`src/rtl/snoop_bus_if.sv`:
```
// snoop_bus_if: core request, snoop broadcast, snoop response and completion signals of the snoop bus
interface snoop_bus_if #(
    parameter int NUM_CORES  = 4,
    parameter int ADDR_WIDTH = 64,
    parameter int TYPE_WIDTH = 2
);
    localparam int ID_W = NUM_CORES > 1 ? $clog2(NUM_CORES) : 1;
    logic [NUM_CORES-1:0]                 core_req_valid;
    logic [NUM_CORES-1:0]                 core_req_ready;
    logic [NUM_CORES-1:0][TYPE_WIDTH-1:0] core_req_type;
    logic [NUM_CORES-1:0][ADDR_WIDTH-1:0] core_req_addr;
    logic                                 bus_valid;
    logic [ADDR_WIDTH-1:0]                bus_addr;
    logic [TYPE_WIDTH-1:0]                bus_type;
    logic [ID_W-1:0]                      bus_src_id;
    logic [NUM_CORES-1:0]                 snoop_valid;
    logic [NUM_CORES-1:0]                 snoop_shared;
    logic [NUM_CORES-1:0]                 snoop_dirty;
    logic                                 done_valid;
    logic [ID_W-1:0]                      done_core_id;
    logic                                 done_shared;
    logic                                 done_dirty;
    logic                                 done_timeout;
    modport master (
        input  core_req_valid, core_req_type, core_req_addr, snoop_valid, snoop_shared, snoop_dirty,
        output core_req_ready, bus_valid, bus_addr, bus_type, bus_src_id,
               done_valid, done_core_id, done_shared, done_dirty, done_timeout
    );
    modport slave (
        output core_req_valid, core_req_type, core_req_addr, snoop_valid, snoop_shared, snoop_dirty,
        input  core_req_ready, bus_valid, bus_addr, bus_type, bus_src_id,
               done_valid, done_core_id, done_shared, done_dirty, done_timeout
    );
endinterface

```
`src/rtl/snoop_bus_ctrl.sv`:
```
// snoop_bus_ctrl: round-robin request arbiter, one-cycle snoop broadcast and bounded snoop response collector
module snoop_bus_ctrl #(
    parameter int NUM_CORES     = 4,
    parameter int ADDR_WIDTH    = 64,
    parameter int TYPE_WIDTH    = 2,
    parameter int SNOOP_TIMEOUT = 16
) (
    input logic        clk,
    input logic        rst,
    snoop_bus_if.master b
);
    localparam int ID_W  = NUM_CORES > 1 ? $clog2(NUM_CORES) : 1;
    localparam int CNT_W = SNOOP_TIMEOUT > 1 ? $clog2(SNOOP_TIMEOUT) : 1;
    typedef enum logic [1:0] {IDLE, BROADCAST, COLLECT, DONE} state_e;
    state_e                state_q, state_d;
    logic [ID_W-1:0]       rr_ptr_q, rr_ptr_d, bus_src_q, bus_src_d, grant_id, idx;
    logic [ADDR_WIDTH-1:0] bus_addr_q, bus_addr_d;
    logic [TYPE_WIDTH-1:0] bus_type_q, bus_type_d;
    logic [NUM_CORES-1:0]  exp_q, exp_d, got_q, got_d, got_n, shared_q, shared_d, dirty_q, dirty_d;
    logic [CNT_W-1:0]      cnt_q, cnt_d;
    logic                  tmo_q, tmo_d, grant_found;
    always_comb begin
        grant_found = 1'b0;
        grant_id = '0;
        idx = '0;
        for (int i = 0; i < NUM_CORES; i++) begin
            idx = ID_W'((int'(rr_ptr_q) + i) % NUM_CORES);
            if (!grant_found && b.core_req_valid[idx]) begin
                grant_found = 1'b1;
                grant_id = idx;
            end
        end
    end
    always_ff @(posedge clk) begin
        if (rst) begin
            state_q <= IDLE;
            rr_ptr_q <= '0;
            bus_src_q <= '0;
            bus_addr_q <= '0;
            bus_type_q <= '0;
            exp_q <= '0;
            got_q <= '0;
            shared_q <= '0;
            dirty_q <= '0;
            cnt_q <= '0;
            tmo_q <= 1'b0;
        end else begin
            state_q <= state_d;
            rr_ptr_q <= rr_ptr_d;
            bus_src_q <= bus_src_d;
            bus_addr_q <= bus_addr_d;
            bus_type_q <= bus_type_d;
            exp_q <= exp_d;
            got_q <= got_d;
            shared_q <= shared_d;
            dirty_q <= dirty_d;
            cnt_q <= cnt_d;
            tmo_q <= tmo_d;
        end
    end
    always_comb begin
        state_d = state_q;
        rr_ptr_d = rr_ptr_q;
        bus_src_d = bus_src_q;
        bus_addr_d = bus_addr_q;
        bus_type_d = bus_type_q;
        exp_d = exp_q;
        got_d = got_q;
        shared_d = shared_q;
        dirty_d = dirty_q;
        cnt_d = cnt_q;
        tmo_d = tmo_q;
        got_n = got_q | (b.snoop_valid & exp_q);
        unique case (state_q)
            IDLE: if (grant_found) begin
                state_d = BROADCAST;
                bus_src_d = grant_id;
                bus_addr_d = b.core_req_addr[grant_id];
                bus_type_d = b.core_req_type[grant_id];
            end
            BROADCAST: begin
                state_d = COLLECT;
                exp_d = ~(NUM_CORES'(1) << bus_src_q);
                got_d = '0;
                shared_d = '0;
                dirty_d = '0;
                cnt_d = '0;
                tmo_d = 1'b0;
            end
            COLLECT: begin
                got_d = got_n;
                shared_d = shared_q | (b.snoop_valid & b.snoop_shared & exp_q);
                dirty_d = dirty_q | (b.snoop_valid & b.snoop_dirty & exp_q);
                if (got_n == exp_q) begin
                    state_d = DONE;
                    tmo_d = 1'b0;
                end else if (cnt_q == CNT_W'(SNOOP_TIMEOUT - 1)) begin
                    state_d = DONE;
                    tmo_d = 1'b1;
                end else cnt_d = cnt_q + 1'b1;
            end
            DONE: begin
                state_d = IDLE;
                rr_ptr_d = (bus_src_q == ID_W'(NUM_CORES - 1)) ? '0 : bus_src_q + 1'b1;
            end
            default: state_d = IDLE;
        endcase
    end
    always_comb begin
        b.core_req_ready = (state_q == IDLE && grant_found && !rst) ? NUM_CORES'(1) << grant_id : '0;
        b.bus_valid = state_q == BROADCAST;
        b.bus_addr = bus_addr_q;
        b.bus_type = bus_type_q;
        b.bus_src_id = bus_src_q;
        b.done_valid = state_q == DONE;
        b.done_core_id = state_q == DONE ? bus_src_q : '0;
        b.done_shared = state_q == DONE && |shared_q;
        b.done_dirty = state_q == DONE && |dirty_q;
        b.done_timeout = state_q == DONE && tmo_q;
    end
    a_ready_onehot: assert property (@(posedge clk) $onehot0(b.core_req_ready));
    a_bus_state: assert property (@(posedge clk) b.bus_valid |-> state_q == BROADCAST);
    a_done_gap: assert property (@(posedge clk) disable iff (rst) b.done_valid |=> !b.done_valid);
endmodule

```
`src/flat_wrapper.sv`:
```
// flat-port wrapper written by rule: the top's interface ports become plain ports
module snoop_bus_ctrl_flat 
#(
    parameter int NUM_CORES     = 4,
    parameter int ADDR_WIDTH    = 64,
    parameter int TYPE_WIDTH    = 2,
    parameter int SNOOP_TIMEOUT = 16
)
  (clk, rst, b_core_req_valid, b_core_req_type, b_core_req_addr, b_snoop_valid, b_snoop_shared, b_snoop_dirty, b_core_req_ready, b_bus_valid, b_bus_addr, b_bus_type, b_bus_src_id, b_done_valid, b_done_core_id, b_done_shared, b_done_dirty, b_done_timeout);
  snoop_bus_if #(.NUM_CORES(NUM_CORES), .ADDR_WIDTH(ADDR_WIDTH), .TYPE_WIDTH(TYPE_WIDTH)) b_i ();
  input logic clk;
  input logic rst;
  input wire logic [$bits(b_i.core_req_valid)-1:0] b_core_req_valid;
  input wire logic [$bits(b_i.core_req_type)-1:0] b_core_req_type;
  input wire logic [$bits(b_i.core_req_addr)-1:0] b_core_req_addr;
  input wire logic [$bits(b_i.snoop_valid)-1:0] b_snoop_valid;
  input wire logic [$bits(b_i.snoop_shared)-1:0] b_snoop_shared;
  input wire logic [$bits(b_i.snoop_dirty)-1:0] b_snoop_dirty;
  output wire logic [$bits(b_i.core_req_ready)-1:0] b_core_req_ready;
  output wire logic [$bits(b_i.bus_valid)-1:0] b_bus_valid;
  output wire logic [$bits(b_i.bus_addr)-1:0] b_bus_addr;
  output wire logic [$bits(b_i.bus_type)-1:0] b_bus_type;
  output wire logic [$bits(b_i.bus_src_id)-1:0] b_bus_src_id;
  output wire logic [$bits(b_i.done_valid)-1:0] b_done_valid;
  output wire logic [$bits(b_i.done_core_id)-1:0] b_done_core_id;
  output wire logic [$bits(b_i.done_shared)-1:0] b_done_shared;
  output wire logic [$bits(b_i.done_dirty)-1:0] b_done_dirty;
  output wire logic [$bits(b_i.done_timeout)-1:0] b_done_timeout;
  assign b_i.core_req_valid = b_core_req_valid;
  assign b_i.core_req_type = b_core_req_type;
  assign b_i.core_req_addr = b_core_req_addr;
  assign b_i.snoop_valid = b_snoop_valid;
  assign b_i.snoop_shared = b_snoop_shared;
  assign b_i.snoop_dirty = b_snoop_dirty;
  assign b_core_req_ready = b_i.core_req_ready;
  assign b_bus_valid = b_i.bus_valid;
  assign b_bus_addr = b_i.bus_addr;
  assign b_bus_type = b_i.bus_type;
  assign b_bus_src_id = b_i.bus_src_id;
  assign b_done_valid = b_i.done_valid;
  assign b_done_core_id = b_i.done_core_id;
  assign b_done_shared = b_i.done_shared;
  assign b_done_dirty = b_i.done_dirty;
  assign b_done_timeout = b_i.done_timeout;
  snoop_bus_ctrl #(.NUM_CORES(NUM_CORES), .ADDR_WIDTH(ADDR_WIDTH), .TYPE_WIDTH(TYPE_WIDTH), .SNOOP_TIMEOUT(SNOOP_TIMEOUT)) u_core (.clk(clk), .rst(rst), .b(b_i));
endmodule
```
`config.mk`:
```
export PLATFORM = sky130hd
export DESIGN_NAME = snoop_bus_ctrl_flat
export DESIGN_NICKNAME = d
export VERILOG_FILES = /design/src/rtl/snoop_bus_if.sv /design/src/rtl/snoop_bus_ctrl.sv /design/src/flat_wrapper.sv
export SDC_FILE = /design/constraint.sdc
export NUM_CORES = 1
export LEC_CHECK = 0
export ABC_AREA = 1
export CAP_MARGIN = 20
export CORE_AREA = 5 5 136 138
export CTS_BUF_LIST = sky130_fd_sc_hd__clkbuf_4 sky130_fd_sc_hd__clkbuf_8
export CTS_CLUSTER_SIZE = 12
export DETAILED_ROUTE_END_ITERATION = 10
export DIE_AREA = 0 0 141 143
export DONT_BUFFER_PORTS = 1
export PLACE_DENSITY_LB_ADDON = 0.12
export SLEW_MARGIN = 10
export SYNTH_ARGS = -nofsm -noshare
export SYNTH_HDL_FRONTEND = slang
export SYNTH_SLANG_ARGS = --single-unit
```
`constraint.sdc`:
```
create_clock -name clk -period 3.65 [get_ports clk]
set_clock_uncertainty 0.15 [all_clocks]
set_input_delay 0.365 -clock clk [delete_from_list [all_inputs] [get_ports clk]]
set_output_delay 0.365 -clock clk [all_outputs]
set_load 0.005 [all_outputs]
```
==> impl_metrics.yaml <==
sta:
  finalCritPeriodShare_pct: 86.9
  drv_slew: 0
  grt_setup_unrepaired: "false"
  max_freq_mhz: 315
  whs_ps: 54.1
  setup_viol: 0
  finalHoldViolCount: 0
  worst_pin_slew_ps: 774
  worst_slack_ps: 479
  min_period_ps: 3170
  fin_tns_setup_ps: 0
  max-slew-margin-rel_pct: 48.4
floorplan:
  die-area_mm2: 0.0202
  core_area_mm2: 0.0171
  rows: 48
  fp.dieH_um: 143
  start_util_pct: 37.4
  dieWidth_um: 141
  io_pins: 361
pwr:
  peakVddDrop_mv: 0.392
  p_leak_nw: 3.35
  powerDensity_mw_per_mm2: 934
logic_synthesis:
  yosysWarnings: 0
  yosysTopAreaCellShare_pct: 29.2
  avgSynthCellArea_um2: 5.78
  syn_nets: 1394
  seq_area_frac_synth_pct: 29.2
  synth-seq-cells: 93
  synth_cells: 1103
  synth.area.top_cells: "dfxtp_1, nand2_1, nand3_1"
  synth_top_cell_by_area: "dfxtp_1"
  syn_area_mm2: 0.00637
  synth_cell_types: 29
grt:
  first_global_vias: 6274
  grt_max_degree: 83
  grt_pass1_wl_mm: 34.4
  grt_remaining_overflow: 0
  grt_use_total_pct: 21.2
  antenna_found_initial: 0
detailed_routing:
  routedWlPerCell_um: 17.6
  vias: 6713
  drc: 0
  avgViaCountPerCell: 5.21
  drt_iter0_markers: 395
  dr.pass1.iters: 7
  drt_wl_total_mm: 22.7
  postRouteAntennaNets: 0
final_layout:
  post-route-util_pct: 39.1
  fillers: 1943
  nets: 1349
  final_common_cell: "nand2_1"
  area_growth_pct: 4.61
  layout_common_cells: "nand2_1, nand3_1, nor2_1"
  diodes: 0
  ff_latch_area_mm2: 0.00186
  drive_above_1_share_pct: 4.14
  design_area_mm2: 0.00667
  multi_input_area_mm2: 0.00382
setup_path:
  crit_top_cell: "nand2_1"
  critPathLaunch: "u_core.rr_ptr_q[0]$_SDFFE_PP0P_"
  r2r-start: "u_core.rr_ptr_q[0]$_SDFFE_PP0P_"
  crit_path_start_kind: "register"
  cp_slowest_stage_delay_ps: 470
  endpoint_kind: "output port"
  r2r_cells: 15
  cp.arrival_ps: 2660
  path_class: "reg -> out"
  cp.required_ps: 3130
  crit_chain: "inv_2 > nand2_1 > nand2_1 > nand2_1 > nand2_1 > nor2_4 > nand3_2 > nand2_4 > nand2_4 > buf_12 > nor3_1"
  crit_path_max_fanout: 82
  worst_path_max_delay_cell: "dfxtp_2"
clock_tree:
  numClockSinks: 93
  cts_tree: "done"
  post_cts_buffers: 0
  cts_buffers: 9
  htreeDepth: 3
  clock_path_buffers: 2
  clk_latency_ps: 370
  path_clk_slew_ps: 100
  cts-root-buf: "clkbuf_8"
status:
  outcome: "finished, final reports clean"
worst_hold_path:
  hold-path-cell-count: 4
  hp-class: "in -> reg"
  hold_start: "b_core_req_addr[96]"
placed_design:
  io_buffers: 0
  globalplace.congestion: 0.852
  place_ws_ps: 684
  dp_hpwl_mm: 16.7
  placed_cell_area_mm2: 0.00636
flow_run:
  cap_violations: 0
[per-layer routing]
layer	vias up	track usage, %	part of all wire (%)
met5	-	0	0
met4	0	6.12	1.6
met3	23	5.96	8.4
met2	255	35.6	49
met1	3006	26.7	41
li1	3429	-	-
[final timing paths]
check	endpoint	slack (ps)
setup / recovery	b_core_req_ready[1]	480
hold reg to reg	u_core.tmo_q$_SDFFE_PP0P_	320
hold / removal	u_core.b.bus_addr[32]$_SDFFE_PP0P_	50
setup reg to reg	u_core.b.bus_addr[9]$_SDFFE_PP0P_	880
[cell usage after synthesis]
library cell and n:
nor2_1 155, inv_4 1, nand2_1 366, buf_1 3
o21a_1 4, nand4_1 4, or2_1 1, buf_6 10
dfxtp_1 93, o22ai_1 1, nor3_1 6, nor4_1 2
nand3_2 1, ha_1 9, nor2_8 1, inv_1 63
a21oi_1 23, nand2_4 2, nand3_1 239, nor2_2 1
o21ai_0 44, buf_4 11, o211a_1 1, buf_2 27
o21ai_1 1, nand2_2 3, clkbuf_1 27, nor2_4 1
inv_2 3
[cell families after synthesis]
kind of cell	share of synthesized area [%]
AO/OA/AOI/OAI	6.07
adder cells (fa/ha/maj)	1.77
buffers and inverters	10.9
flip-flops	29.2
AND/OR/NAND/NOR	52.0
[power breakdown]
| part | leakage, nW | internal (mW) | switching (mW) | total [mW] |
|---|---|---|---|---|
| sequential | 0.768 | 1.42 | 0.399 | 1.81 |
| clock | 0.0968 | 0.325 | 0.406 | 0.731 |
| combinational | 2.49 | 1.17 | 2.51 | 3.68 |
| total | 3.35 | 2.91 | 3.31 | 6.22 |
[final cells by class]
class,instances,share of cell area (%)
clock buffers,9,1.86
clock inverters,7,1.20
inverters,67,3.89
multi-input cells,865,57.4
flip-flops and latches,93,27.9
well taps,225,4.22
repair buffers,22,3.53
[stage by stage]
step	std cells	total power, mW
detailed placement	1263	5.52
global route	1288	6.92
global placement	1263	5.53
finish	1288	6.22
CTS	1288	6.29
floorplan	1103	4.80
[flip-flops by register name (all words and copies together), names as in the netlist]
register and flops:
u_core.cnt_q 4, u_core.b.bus_addr 64, u_core.b.bus_type 2, u_core.got_q 4
u_core.b.bus_src_id 2, u_core.tmo_q 1, u_core.state_q 2, u_core.exp_q 4
u_core.dirty_q 4, u_core.shared_q 4, u_core.rr_ptr_q 2
[critical path: cells and delay by family (launching register included)]
family                 cells  cell delay [ps]
and+or+nand+nor            9             1390
DFF                        1              470
buffers and inverters      2              380
[timing repair]
action	CTS	global route
hold buffers	9	0
endpoints found under the setup margin	0	2
gates resized for setup	0	2
hold endpoints to repair	48	0
No activity file was read; power rests on OpenSTA's default activity.
